## src/rtl/ingress_request_scheduler.sv

```systemverilog
// Round-robin scheduler that shares one master_transactor read path between
// C_NUM_REQ requesters, with per-owner done/error pulses and a wait timeout.
module ingress_request_scheduler #(
  parameter int         C_NUM_REQ        = 4,
  parameter int         C_REQ_ID_WIDTH   = 2,
  parameter logic [3:0] C_REQUEST_TYPE   = 4'h1,
  parameter int         C_TIMEOUT_CYCLES = 65535
) (
  input  logic                       clk,
  input  logic                       rst,
  input  logic [C_NUM_REQ-1:0]       req_valid,
  output logic [C_NUM_REQ-1:0]       req_accept,
  input  logic [C_NUM_REQ*128-1:0]   req_command,
  output logic [C_NUM_REQ-1:0]       req_done,
  output logic [C_NUM_REQ-1:0]       req_error,
  output logic                       xact_request,
  output logic                       xact_use_provided_param,
  output logic [35:0]                xact_length,
  output logic [3:0]                 xact_type,
  output logic [63:0]                xact_address,
  input  logic                       xact_busy,
  input  logic                       xact_complete,
  output logic [C_REQ_ID_WIDTH-1:0]  grant_id,
  output logic                       active
);

  typedef enum logic [2:0] {
    ST_IDLE      = 3'b001,
    ST_ISSUE     = 3'b010,
    ST_WAIT_DONE = 3'b100
  } state_t;

  state_t                      r_state, w_next;
  logic [C_REQ_ID_WIDTH-1:0]   r_rr_ptr, r_grant_id, w_winner;
  logic                        w_found;
  logic [63:0]                 r_addr;
  logic [35:0]                 r_len;
  logic [15:0]                 r_timer;
  logic [C_NUM_REQ-1:0]        r_done, r_error;
  logic [127:0]                w_cmd;
  logic                        w_issue, w_finish_ok, w_finish_err, w_drive;
  logic                        w_unused_cmd_bits;

  function automatic logic [C_REQ_ID_WIDTH-1:0] wrap_idx(input int v);
    return C_REQ_ID_WIDTH'(v % C_NUM_REQ);
  endfunction

  function automatic logic [C_NUM_REQ-1:0] onehot(input logic [C_REQ_ID_WIDTH-1:0] idx);
    logic [C_NUM_REQ-1:0] v;
    v      = '0;
    v[idx] = 1'b1;
    return v;
  endfunction

  // First valid requester at or after rr_ptr, wrapping around.
  always_comb begin
    w_found  = 1'b0;
    w_winner = '0;
    for (int k = 0; k < C_NUM_REQ; k++) begin
      if (!w_found && req_valid[wrap_idx(int'(r_rr_ptr) + k)]) begin
        w_found  = 1'b1;
        w_winner = wrap_idx(int'(r_rr_ptr) + k);
      end
    end
  end

  assign w_cmd             = req_command[int'(w_winner)*128 +: 128];
  assign w_unused_cmd_bits = ^w_cmd[27:0];

  always_ff @(posedge clk or negedge rst) begin
    if (!rst) r_state <= ST_IDLE;
    else      r_state <= w_next;
  end

  always_comb begin
    w_next       = r_state;
    w_issue      = 1'b0;
    w_finish_ok  = 1'b0;
    w_finish_err = 1'b0;
    req_accept   = '0;
    case (r_state)
      ST_IDLE: begin
        if (w_found && rst) begin
          req_accept = onehot(w_winner);
          w_next     = ST_ISSUE;
        end
      end
      ST_ISSUE: begin
        if (r_len == 36'd0) begin
          w_finish_err = 1'b1;
          w_next       = ST_IDLE;
        end else if (!xact_busy) begin
          w_issue = 1'b1;
          w_next  = ST_WAIT_DONE;
        end
      end
      ST_WAIT_DONE: begin
        // Completion takes priority over a timeout landing in the same cycle.
        if (xact_complete) begin
          w_finish_ok = 1'b1;
          w_next      = ST_IDLE;
        end else if (r_timer == 16'(C_TIMEOUT_CYCLES - 1)) begin
          w_finish_err = 1'b1;
          w_next       = ST_IDLE;
        end
      end
      default: w_next = ST_IDLE;
    endcase
  end

  always_ff @(posedge clk or negedge rst) begin
    if (!rst) begin
      r_addr     <= '0;
      r_len      <= '0;
      r_grant_id <= '0;
      r_rr_ptr   <= '0;
      r_timer    <= '0;
      r_done     <= '0;
      r_error    <= '0;
    end else begin
      if (r_state == ST_IDLE && w_found) begin
        r_addr     <= w_cmd[127:64];
        r_len      <= w_cmd[63:28];
        r_grant_id <= w_winner;
      end
      if (w_issue)                    r_timer <= '0;
      else if (r_state == ST_WAIT_DONE) r_timer <= r_timer + 16'd1;
      r_done  <= w_finish_ok  ? onehot(r_grant_id) : '0;
      r_error <= w_finish_err ? onehot(r_grant_id) : '0;
      if (w_finish_ok || w_finish_err) r_rr_ptr <= wrap_idx(int'(r_grant_id) + 1);
    end
  end

  assign w_drive                 = w_issue || (r_state == ST_WAIT_DONE);
  assign xact_request            = w_issue;
  assign xact_use_provided_param = w_issue;
  assign xact_address            = w_drive ? r_addr : 64'd0;
  assign xact_length             = w_drive ? r_len : 36'd0;
  assign xact_type               = w_drive ? C_REQUEST_TYPE : 4'd0;
  assign req_done                = r_done;
  assign req_error               = r_error;
  assign grant_id                = r_grant_id;
  assign active                  = (r_state != ST_IDLE);

endmodule

```

## config.mk

```make
export PLATFORM = sky130hd
export DESIGN_NAME = ingress_request_scheduler
export DESIGN_NICKNAME = d
export VERILOG_FILES = /design/src/rtl/ingress_request_scheduler.sv
export SDC_FILE = /design/constraint.sdc
export NUM_CORES = 1
export LEC_CHECK = 0
export ABC_AREA = 0
export BUFFER_PORTS_ARGS = -buffer_cell sky130_fd_sc_hd__clkbuf_2
export CAP_MARGIN = 10
export CORE_AREA = 2 2 248 250
export CTS_CLUSTER_DIAMETER = 50
export DETAILED_ROUTE_END_ITERATION = 8
export DIE_AREA = 0 0 250 252
export MAX_ROUTING_LAYER = met4
export PLACE_DENSITY = 0.4
export RECOVER_POWER = 50
export SETUP_SLACK_MARGIN = 0.4
export SLEW_MARGIN = 20
export SYNTH_ARGS = -nofsm -noshare
export SYNTH_HDL_FRONTEND = slang
export SYNTH_SLANG_ARGS = --single-unit
```

## constraint.sdc

```tcl
create_clock -name clk -period 2.9 [get_ports clk]
set_input_delay 0.58 -clock clk [delete_from_list [all_inputs] [get_ports clk]]
set_output_delay 0.58 -clock clk [all_outputs]
set_load 0.02 [all_outputs]
```

# After elaboration in Yosys (flattened, before gate mapping)

Cells that the tools add are included.

Register bits after elaboration: 131
Output and inout bits: 121

Add/subtract/negate cells: 5
Magnitude comparators: 8
Equality and inequality tests: 8
Shift operators: 1
Mux-type cells: 44
Reduce and logical (&&, ||, !) cells: 15

Operator list:

| cell                  | number |
|---|---|
| $shiftx 512x10->128   | 1 |
| $mux 64               | 1 |
| $logic_not 36->1      | 1 |
| $mux 36               | 1 |
| $mux 16               | 2 |
| $mux 1                | 19 |
| $lt 2x3->1 const B    | 6 |
| $add 16x1->16 const B | 1 |
| $eq 16x16->1 const B  | 1 |
| $mux 4                | 4 |
| $mux 3                | 5 |
| $pmux 3 s3            | 1 |
| $bmux 1 s2            | 4 |
| $mux 2                | 4 |
| $logic_and 1x1->1     | 7 |
| $ne 3x3->1 const B    | 2 |
| $add 2x1->2 const B   | 2 |
| $add 2x2->2 const B   | 2 |
| $demux 1 s2           | 2 |
| $ge 2x1->1 const B    | 2 |
| $eq 3x1->1 const B    | 1 |
| $eq 3x2->1 const B    | 1 |
| $eq 3x3->1 const B    | 1 |
| $logic_not 1->1       | 3 |
| other kinds (6)       | 7 |

# Longest topological paths before layout

Depth in word-level cells: 18
Depth in mapped cells: 8
Depth with buffers taken out: 6

# Worst setup path after synthesis

OpenSTA, ideal clock, no wires.

Kind: flip-flop to output port
Start: register r_len[13]
End: output port xact_address[0]
Arrival time: 1998 ps
Data required time: 2320 ps
Setup slack: 322 ps
Cell stages (with the launch flop): 9
Buffers on the path: 3
Cell sequence: dfrtp_1 -> nor4_1 -> nand4_1 -> o311a_1 -> buf_2 -> or2_1 -> buf_6 -> buf_6 -> and2_1

Word-level cells in the longest chain between the ends: 5

Ends and longest elaborated chain:

| item                   | RTL line | RTL |
|---|---|---|
| from (decl)            | 37       | `logic [35:0] r_len;` |
| from (signal assigned) | 123      | `r_len <= w_cmd[63:28];` |
| $logic_not 36->1       | 89       | `if (r_len == 36'd0) begin` |
| $mux 1                 | 89       |  |
| $mux 1                 | 81       | `case (r_state)` |
| $logic_or 1x1->1       | 134      | `assign w_drive = w_issue \|\| (r_state == ST_WAIT_DONE);` |
| $mux 64                | 137      | `assign xact_address = w_drive ? r_addr : 64'd0;` |
| to (decl)              | 20       | `output logic [63:0] xact_address,` |

No other way between the ends.

# Worst setup path after layout

Start: register r_len[0]
End: output port xact_address[10]

Same word-level chain as after synthesis.

==> metrics <==
total grt overflow 0; Clock Skews 0.0133 ns; First-pass DRT Iterations 4; leakage 0.00710 uW; post-layout minimum cycle time 3.50 ns; Critical Path, Cell by Cell nor4_4 -> buf_4 -> nand4_1 -> o311a_1 -> or2_4 -> buf_12 -> and2_4 -> clkbuf_2; Max Clk Rate 285 MHz; Worst Hold Margin 0.402 ns; Routed WL per cell 17.6 um; Worst-Skew Late Latency 0.48 ns; final setup margin -0.604 ns; core area 60,100 um^2; DRC Markers 0; layout cells sized above 1 48.6%; dpl cell area 12,200 um^2; sequential area share after synthesis 38.8%; DR vias 8,724; remaining antenna violation count 0; final-report max-slew violation count 63; WL final 38.3 mm; Root Buffer clkbuf_16; fin util 22.1%; die area 63,000 um^2; row cnt 90; Crit-path slowest cell dfrtp_1; Hold Path Class input port to register; Synth Cell Area 8440 um^2; critical path's largest stage delay 0.41 ns; Net Sw Power 4480 uW; synth unique cells 44; vias in the first global route 9,096; startpoint types register; Final Cycle Share 121%; Final setup viols 103; final hold viol count 0; failing checks capacitance limit, slew limit, setup timing; largest net degree at the start of global routing 102; Initial Util 14.0%; Clock power frac 21.5%; worst ir drop on vdd 0.445 mV; Area Growth Syn to Fin 57.2%; post-route design area 13,300 um^2; Post-synth EDFFs 0; Die Wd 250 um; CP Capture Type output pin; Reg clk slew, reported paths 0.06 ns; post-DP HPWL 29.6 mm; Ports 641; Sw Ratio 41.6%; max-cap viol count 1; slew at the pin closest to its max-slew limit 1.87 ns; commonest register cell after synthesis dfrtp_1; crit path DAT 2.92 ns; IO buf count 525; Flop pwr share 31.3%; Final nets 1,907; crit path kind register to output pin; RSZ-0062 raised after global routing yes; outcome finished with violations; Syn Inst Count 849; CP top delay family simple AND/OR/NAND/NOR gates; Pwr per Cell Area 813 nW/um^2; initial antenna violation count 2; CTS buffer count 17; DRT iter0 DRCs 306; mean post-synth cell area 9.94 um^2; GRT Overall Usage 12.2%; Comb pwr share 47.2%; first-pass GRT wire length 55.5 mm; post-synthesis register bit count 131; data required time of the critical path 2.32 ns; CP Max Fanout 46; Overall Power 10,800 uW; RePlAce Congestion 0.837; Die Height 252 um; Clock Path Buffers 2; Int Power 6300 uW; CTS tree built; Clock Sinks 131; Fillers 6,649; WP buf/inv 3; via density per instance 4.01; Max-slew headroom -24.9%; asr flop ratio synth 100%; Ys Warns 0; H-tree depth 4
## cells in the final DEF (no fill, tap or decap), types with 3 or more instances in the layout
cell type,synthesis,final
clkbuf_16,0,17
nor3_1,8,4
bufinv_16,0,3
nor2b_1,5,4
ha_1,6,6
clkbuf_8,0,12
xor2_1,13,13
nor4_1,11,10
mux2i_1,201,199
dfrtp_1,130,129
conb_1,1,3
inv_1,4,4
clkbuf_1,37,4
o221ai_1,100,100
buf_6,10,13
buf_4,5,67
nand2_1,116,112
clkbuf_2,0,432
nand3_1,7,7
nand4_1,7,7
nand2b_1,4,3
and2_4,0,41
nor3_2,0,4
nor2_1,24,24
and2_1,101,60
nand2_4,0,4
clkinvlp_4,0,4
and3_1,5,5
buf_2,23,49
buf_12,0,6
a21oi_1,5,3
## power by group through the flow
stage / registers (uW) / clock network [uW] / logic (uW)
after floorplan: 3120 / 0 / 3130
after global placement: 3370 / 0 / 4940
after detailed placement: 3400 / 0 / 4970
after CTS: 3400 / 2420 / 5140
after global routing: 3520 / 2490 / 5600
final: 3380 / 2320 / 5090
## cell usage after synthesis, types with 2 or more instances
library cell	number	area [um^2]
clkbuf_1	37	139
nor2b_1	5	31.3
nand2_1	116	435
a211oi_1	2	15.0
buf_6	10	113
nor2_1	24	90.1
buf_2	23	115
mux2_2	2	22.5
nor3b_1	2	15.0
buf_4	5	37.5
nor4_1	11	68.8
nor3_1	8	40.0
xor2_1	13	114
and2_1	101	632
mux2i_1	201	2010
dfrtp_1	130	3250
nand4_1	7	43.8
and3_1	5	31.3
inv_1	4	15.0
a21oi_1	5	25.0
o21ai_0	2	10.0
ha_1	6	75.1
nand3_1	7	35.0
o221ai_1	100	876
nand2b_1	4	25.0
## flip-flops by register name, summed over array words and instances, names as in the netlist
register	count
r_addr	64
r_len	36
r_timer	16
req_done	4
req_error	4
r_state	3
grant_id	2
r_rr_ptr	2
## logic make-up after synthesis
family,share of synthesized area [%]
buf+inv,4.97
mux,24.1
other cells,0.0444
xor+xnor,1.45
fa+ha+maj,0.889
compound gates,11.9
simple gates,17.8
flops,38.8
## worst min-delay path, cell delays in order
cell,delay [ns]
clkbuf_2,0.10
inv_1,0.07
o31ai_1,0.08
## area by class of cell
cell class	count	area [um^2]	area share (%)
diodes	1	2.50	0.0189
clock buffers	19	443	3.34
clock inverters	12	156	1.18
inverters	4	15.0	0.113
multi-input cells	641	4970	37.5
flip-flops and latches	131	3280	24.7
well taps	782	978	7.37
repair buffers	586	3420	25.8
## per-stage QoR
stage	cells	TNS (ns)	setup WS [ns]
finish	2176	-57.04	-0.604
global route	2175	-67.83	-0.693
CTS	2172	-62.82	-0.650
detailed placement	2132	-34.41	-0.405
global placement	2132	-31.43	-0.377
floorplan	851	0	0.356
## timing repair
item / 4_1_cts / 5_1_grt
buffers inserted: 8 / 3
endpoints found under the setup margin: 113 / 107
pin swaps: 4 / 4
endpoints found under the hold margin: 17 / 0
hold buffers: 1 / 0
resized for setup: 44 / 143
## per-layer routing
metal / vias up / track usage [%] / wire length, um
met1: 4167 / 15.0 / 16800
met4: 0 / 4.43 / 754
li1: 4183 / - / -
met3: 36 / 2.83 / 2460
met2: 338 / 19.7 / 18400
met5: - / - / 0
## worst paths after layout
kind / start / end / slack (ns) / cells past startpoint
setup / recovery: r_len[0] / xact_address[10] / -0.60 / 8
hold / removal: xact_busy / r_state[1] / 0.40 / 3
setup reg to reg: r_len[0] / r_rr_ptr[0] / 0.57 / 8
hold reg to reg: r_addr[51] / r_addr[51] / 0.48 / 2
max in group asynchronous: rst / r_addr[45] / 0.64 / 2
min in group asynchronous: rst / r_state[1] / 0.94 / 2
Power figures use the tool's default switching activity.
